[src/rtl/video_to_axis_framer.sv]
// video_to_axis_framer
//   Frames a raw DE/VSYNC pixel stream into AXI4-Stream beats. The first pixel
//   of a frame carries tuser and the last pixel of each line carries tlast.
//   A small first-word-fall-through FIFO sits on the output. Pixels that arrive
//   while the FIFO is full are dropped, and the framer then discards the rest
//   of the frame. Short lines and short frames are reported on line_err.
//
// Ports
//   clk, rst_n        clock, asynchronous active-low reset
//   vid_data/de/vsync raw video input (no backpressure)
//   m_axis_*          AXI4-Stream master (tdata/tvalid/tlast/tuser, tready in)
//   overflow          one-cycle pulse when a pixel is dropped on a full FIFO
//   line_err          one-cycle pulse on a short line or short frame
//   frame_count       completed frames (only when FRAME_STATS_EN is defined)
//   drop_count        entries into DROP (only when FRAME_STATS_EN is defined)
//
// Build option: define FRAME_STATS_EN to add the frame_count/drop_count ports.
//
// state  | meaning
// IDLE   | between frames, de pixels ignored
// ARMED  | vsync seen, waiting for the first pixel of the frame
// ACTIVE | inside a frame, pixels written to the FIFO
// DROP   | frame abandoned, discard until next vsync rising edge
module video_to_axis_framer #(
  parameter int WIDTH      = 1920,
  parameter int HEIGHT     = 1080,
  parameter int DATA_WIDTH = 24,
  parameter int FIFO_DEPTH = 16
) (
  input  logic                  clk,
  input  logic                  rst_n,
  input  logic [DATA_WIDTH-1:0] vid_data,
  input  logic                  vid_de,
  input  logic                  vid_vsync,
  output logic [DATA_WIDTH-1:0] m_axis_tdata,
  output logic                  m_axis_tvalid,
  output logic                  m_axis_tlast,
  output logic                  m_axis_tuser,
  input  logic                  m_axis_tready,
  output logic                  overflow,
  output logic                  line_err
`ifdef FRAME_STATS_EN
  ,
  output logic [15:0]           frame_count,
  output logic [15:0]           drop_count
`endif
);

  localparam int AW = $clog2(FIFO_DEPTH);
  localparam int CW = $clog2(FIFO_DEPTH) + 1;
  localparam int XW = (WIDTH > 1) ? $clog2(WIDTH) : 1;
  localparam int YW = (HEIGHT > 1) ? $clog2(HEIGHT) : 1;
  localparam int EW = DATA_WIDTH + 2;
  localparam logic [XW-1:0] X_LAST = XW'(WIDTH - 1);
  localparam logic [YW-1:0] Y_LAST = YW'(HEIGHT - 1);

  typedef enum logic [1:0] {IDLE, ARMED, ACTIVE, DROP} state_t;

  logic [DATA_WIDTH-1:0] data_q;
  logic                  de_q, de_prev_q, vsync_q, vsync_prev_q;
  state_t                state_q, state_d;
  logic [XW-1:0]         x_q, x_d;
  logic [YW-1:0]         y_q, y_d;
  logic                  ovf_q, ovf_d, lerr_q, lerr_d;
  logic                  push, push_last, push_user, pop;
  logic [EW-1:0]         mem_q [FIFO_DEPTH];
  logic [AW-1:0]         wr_ptr_q, rd_ptr_q;
  logic [CW-1:0]         count_q;
  logic                  vis_q;
  logic                  fifo_full, vs_rise, de_fall;
  logic [EW-1:0]         head;

  // Both vsync registers reset high so a vsync already asserted at reset
  // release is not mistaken for a rising edge.
  always_ff @(posedge clk or negedge rst_n) begin
    if (!rst_n) begin
      data_q       <= '0;
      de_q         <= 1'b0;
      de_prev_q    <= 1'b0;
      vsync_q      <= 1'b1;
      vsync_prev_q <= 1'b1;
    end else begin
      data_q       <= vid_data;
      de_q         <= vid_de;
      de_prev_q    <= de_q;
      vsync_q      <= vid_vsync;
      vsync_prev_q <= vsync_q;
    end
  end

  assign vs_rise   = vsync_q & ~vsync_prev_q;
  assign de_fall   = de_prev_q & ~de_q;
  assign fifo_full = (count_q == CW'(FIFO_DEPTH));

  always_ff @(posedge clk or negedge rst_n) begin
    if (!rst_n) begin
      state_q <= IDLE;
      x_q     <= '0;
      y_q     <= '0;
      ovf_q   <= 1'b0;
      lerr_q  <= 1'b0;
    end else begin
      state_q <= state_d;
      x_q     <= x_d;
      y_q     <= y_d;
      ovf_q   <= ovf_d;
      lerr_q  <= lerr_d;
    end
  end

  always_comb begin
    state_d   = state_q;
    x_d       = x_q;
    y_d       = y_q;
    push      = 1'b0;
    push_last = 1'b0;
    push_user = 1'b0;
    ovf_d     = 1'b0;
    lerr_d    = 1'b0;
    if (vs_rise) begin
      // A vsync inside ACTIVE means the previous frame came up short.
      if (state_q == ACTIVE) lerr_d = 1'b1;
      state_d = ARMED;
      x_d     = '0;
      y_d     = '0;
    end else begin
      case (state_q)
        ARMED, ACTIVE: begin
          if (de_q) begin
            if (!fifo_full) begin
              push      = 1'b1;
              push_user = (state_q == ARMED);
              push_last = (x_q == X_LAST);
              state_d   = ACTIVE;
              if (x_q == X_LAST) begin
                x_d = '0;
                if (y_q == Y_LAST) begin
                  y_d     = '0;
                  state_d = IDLE;
                end else begin
                  y_d = y_q + 1'b1;
                end
              end else begin
                x_d = x_q + 1'b1;
              end
            end else begin
              ovf_d   = 1'b1;
              state_d = DROP;
            end
          end else if (state_q == ACTIVE && de_fall && x_q != '0) begin
            lerr_d  = 1'b1;
            state_d = DROP;
          end
        end
        default: ;
      endcase
    end
  end

  always_ff @(posedge clk) begin
    if (push) mem_q[wr_ptr_q] <= {push_last, push_user, data_q};
  end

  // vis_q delays visibility of the first entry into an empty FIFO by one
  // cycle, giving a two-edge sample-to-tvalid latency. Entries written while
  // the FIFO already holds data are visible as soon as they reach the head.
  always_ff @(posedge clk or negedge rst_n) begin
    if (!rst_n) begin
      wr_ptr_q <= '0;
      rd_ptr_q <= '0;
      count_q  <= '0;
      vis_q    <= 1'b0;
    end else begin
      if (push) wr_ptr_q <= wr_ptr_q + 1'b1;
      if (pop)  rd_ptr_q <= rd_ptr_q + 1'b1;
      count_q <= count_q + CW'(push) - CW'(pop);
      vis_q   <= (count_q != '0);
    end
  end

  assign head          = mem_q[rd_ptr_q];
  assign m_axis_tvalid = vis_q & (count_q != '0);
  assign pop           = m_axis_tvalid & m_axis_tready;
  assign m_axis_tdata  = m_axis_tvalid ? head[DATA_WIDTH-1:0] : '0;
  assign m_axis_tuser  = m_axis_tvalid & head[DATA_WIDTH];
  assign m_axis_tlast  = m_axis_tvalid & head[DATA_WIDTH+1];
  assign overflow      = ovf_q;
  assign line_err      = lerr_q;

`ifdef FRAME_STATS_EN
  logic [15:0] frame_cnt_q, drop_cnt_q;

  always_ff @(posedge clk or negedge rst_n) begin
    if (!rst_n) begin
      frame_cnt_q <= '0;
      drop_cnt_q  <= '0;
    end else begin
      if (state_d == IDLE && state_q != IDLE) frame_cnt_q <= frame_cnt_q + 1'b1;
      if (state_d == DROP && state_q != DROP) drop_cnt_q  <= drop_cnt_q + 1'b1;
    end
  end

  assign frame_count = frame_cnt_q;
  assign drop_count  = drop_cnt_q;
`endif

endmodule
[config.mk]
export PLATFORM = sky130hd
export DESIGN_NAME = video_to_axis_framer
export DESIGN_NICKNAME = d
export VERILOG_FILES = /design/src/rtl/video_to_axis_framer.sv
export SDC_FILE = /design/constraint.sdc
export NUM_CORES = 1
export LEC_CHECK = 0
export ABC_AREA = 1
export CORE_MARGIN = 2
export CORE_UTILIZATION = 40
export CTS_CLUSTER_SIZE = 14
export DETAILED_ROUTE_END_ITERATION = 8
export GPL_TIMING_DRIVEN = 0
export PLACE_DENSITY = 0.54
export REMOVE_ABC_BUFFERS = 1
export SKIP_CTS_REPAIR_TIMING = 1
export SLEW_MARGIN = 20
export SYNTH_ARGS = -nofsm -noshare
export SYNTH_HDL_FRONTEND = slang
export SYNTH_SLANG_ARGS = --single-unit
[constraint.sdc]
create_clock -name clk -period 3.62 [get_ports clk]
set_clock_uncertainty 0.15 [all_clocks]
set_input_delay 0.362 -clock clk [delete_from_list [all_inputs] [get_ports clk]]
set_output_delay 0.362 -clock clk [all_outputs]
set_load 0.03 [all_outputs]
==> flow_metrics.py <==
metrics = {
    "synthesis": {
        "avgSynthCellArea_sq_um": 11.0,
        "yosysWarnings": 0,
        "synth-seq-cells": 484,
        "syn_area_sq_mm": 0.0201,
        "synth.distinct_cells": 34,
        "netlist_instances": 1823,
        "ys_seq_area_share_pct": 70.6,
    },
    "critical_path": {
        "cp.required_ns": 3.11,
        "crit_type": "reg2out",
        "worstSetupStartpointType": "flop",
        "cp.arrival_ns": 2.91,
        "crit_fanout": 51,
        "reg2reg_from": "state_q[0]",
        "end_kind": "output pin",
        "worstReg2RegEnd": "mem_q[10][6]",
        "startpoint": "rd_ptr_q[0]",
        "rrSetupSlack_ns": 0.56,
        "reg2regPathDepth": 9,
        "endpoint": "m_axis_tuser",
    },
    "grt": {
        "overflow": 0,
        "grt_util_all_layers_pct": 18.2,
        "grt_first_pass_wirelength_mm": 73.1,
        "antenna_found_initial": 0,
        "grt_max_degree": 127,
        "grt_pass1_vias": 12586,
    },
    "sta": {
        "layout_setup_ws_ns": 0.201,
        "max_slew_margin_pct": 31.4,
        "fmax_mhz": 293,
        "period_minus_slack_ns": 3.42,
        "rsz0062_at_grt": "false",
        "setup_viol": 0,
        "finalCritPeriodShare_pct": 94.4,
        "report.final.slew_viol_count": 0,
        "finalHoldViolCount": 0,
        "timing.hold.ws_ns": 0.0305,
        "worst_slew_pin_slew_ns": 1.02,
        "tns_ns": 0,
    },
    "layout": {
        "drive_above_1_share_pct": 8.38,
        "stdcell_area_sq_mm": 0.0239,
        "diodes": 0,
        "areaGrowthSynthToFinish_pct": 18.9,
        "finalNetCount": 1936,
    },
    "place": {
        "port_buffers": 57,
        "place_hpwl_mm": 26.5,
        "placed_cell_area_sq_mm": 0.0220,
        "gp_congestion": 0.767,
        "dp_slack_ns": -0.128,
    },
    "routing": {
        "routedWlPerCell_um": 18.9,
        "drcViolationCount": 0,
        "drt_iter0_markers": 970,
        "dr.pass1.iters": 5,
        "viasPerCell": 4.97,
        "totalWireLength_mm": 49.3,
        "drtAntennaViolNets": 0,
        "vias": 12942,
    },
    "run_status": {
        "status": "finished clean",
    },
    "power_and_ir_drop": {
        "ir_drop_mv": 0.459,
        "p_per_area_mw_per_mm2": 768,
        "p_total_mw": 18.4,
        "p_leak_nw": 9.35,
    },
    "clock_tree": {
        "clk_latency_ns": 0.59,
        "clkTransAtPathRegs_ns": 0.06,
        "cts-buffers-inserted": 51,
        "cts.path.max_buffers": 3,
        "clockRootBuffer": "clkbuf_16",
        "clock_sinks": 484,
        "cts_tree": "done",
        "cts_htree_levels": 2,
    },
    "run": {
        "cap_violations": 0,
    },
    "floorplan": {
        "die_area_sq_mm": 0.0521,
        "die_y_um": 228,
        "io_pins": 58,
        "die_x_um": 228,
        "rows": 82,
        "coreArea_sq_mm": 0.0499,
        "initial_utilization_pct": 40.3,
    },
    "hold_path": {
        "hp-class": "in2reg",
    },
}
worst max-delay path: stages, from the launching register on:
cell	delay (ns)
dfrtp_4	0.52
buf_12	0.20
clkinv_8	0.23
nand2_1	0.10
nand2_1	0.10
nand2_1	0.05
nand3_1	0.08
nand2_1	0.06
nand2_1	0.06
nand2_1	0.07
nor2_1	0.14
clkdlybuf4s50_1	0.68
kinds of logic after synthesis:
group	after synthesis	share of synthesized area, %
compound gates	153	4.26
xor+xnor	13	0.566
flops	484	70.6
fa+ha+maj	17	1.10
buf+inv	175	3.95
simple gates	981	19.5
Yosys cell counts (all sizes together):
cell type / count / area, sq um
xor2: 12 / 105
fa: 1 / 20.0
nand3b: 1 / 7.51
nand2: 605 / 2280
o21ai: 82 / 410
clkbuf: 14 / 52.6
nand3: 138 / 696
nand4: 6 / 37.5
or2: 1 / 6.26
o211ai: 36 / 270
nor4: 1 / 6.26
buf: 77 / 427
nor3: 5 / 30.0
ha: 16 / 200
and3: 1 / 6.26
nor2: 222 / 846
a21oi: 35 / 175
dfrtp: 66 / 1650
xnor2: 1 / 8.76
dfstp: 2 / 52.6
nor3b: 1 / 7.51
inv: 83 / 312
clkinv: 1 / 3.75
edfxtp: 416 / 12500
sequential cells by signal (all words and copies together), names as in the netlist, 2 cells and up:
signal / cells
mem_q: 416
data_q: 24
x_q: 11
y_q: 11
count_q: 5
rd_ptr_q: 4
wr_ptr_q: 4
state_q: 2
layout make-up:
type | instances | area, sq um
Multi-Input combinational cell | 1164 | 5230
Tap cell | 672 | 841
Clock inverter | 32 | 218
Inverter | 84 | 362
Clock buffer | 64 | 1390
Timing Repair Buffer | 105 | 1660
Sequential cell | 484 | 14200
Fill cell | 4509 | 26000
cells in the final DEF, fill, tap and decap left out, types with 13 or more instances in the layout:
cell               n
a21oi_1           35
buf_16            22
clkbuf_16         58
clkdlybuf4s50_1   32
clkinv_1          13
dfrtp_1           63
dlymetal6s2s_1    21
edfxtp_1         416
ha_1              16
inv_1             78
nand2_1          602
nand3_1          137
nor2_1           203
nor2_4            17
o211ai_1          36
o21ai_0           79
layer usage:
metal  routed length (um)  share of wire [%]  track usage [%]  vias to the layer above
li1                     -                  -                -                     6285
met1                22700                 46             25.1                     6300
met2                23200                 47             30.0                      280
met3                 2330                4.7             3.29                       77
met4                 1050                2.1             4.90                        0
met5                    0                  0                0                        -
worst min-delay path by stage:
stage / end / slack, ns / depth (start not counted) / startpoint
floorplan: count_q[0] / -0.08 / 0 / rst_n
global placement: vsync_prev_q / 0.21 / 0 / vsync_q
detailed placement: y_q[3] / 0.19 / 1 / rst_n
CTS: y_q[3] / -0.43 / 1 / rst_n
global route: vsync_q / 0.02 / 1 / vid_vsync
finish: vsync_q / 0.03 / 1 / vid_vsync
where the power goes:
part	internal, mW	total (mW)	switching, mW	leakage [nW]
sequential	6.33	6.57	0.248	4.56
clock	2.85	5.00	2.15	0.790
combinational	2.31	6.77	4.46	4.00
total	11.5	18.4	6.86	9.35
per-stage QoR:
step,cells,util [%]
after floorplan,1732,-
after global placement,2461,42.2
after detailed placement,2495,44.1
after CTS,2591,47.3
after global routing,2605,47.9
final,2605,47.9
Note: power is estimated with default switching activity, not from simulation.
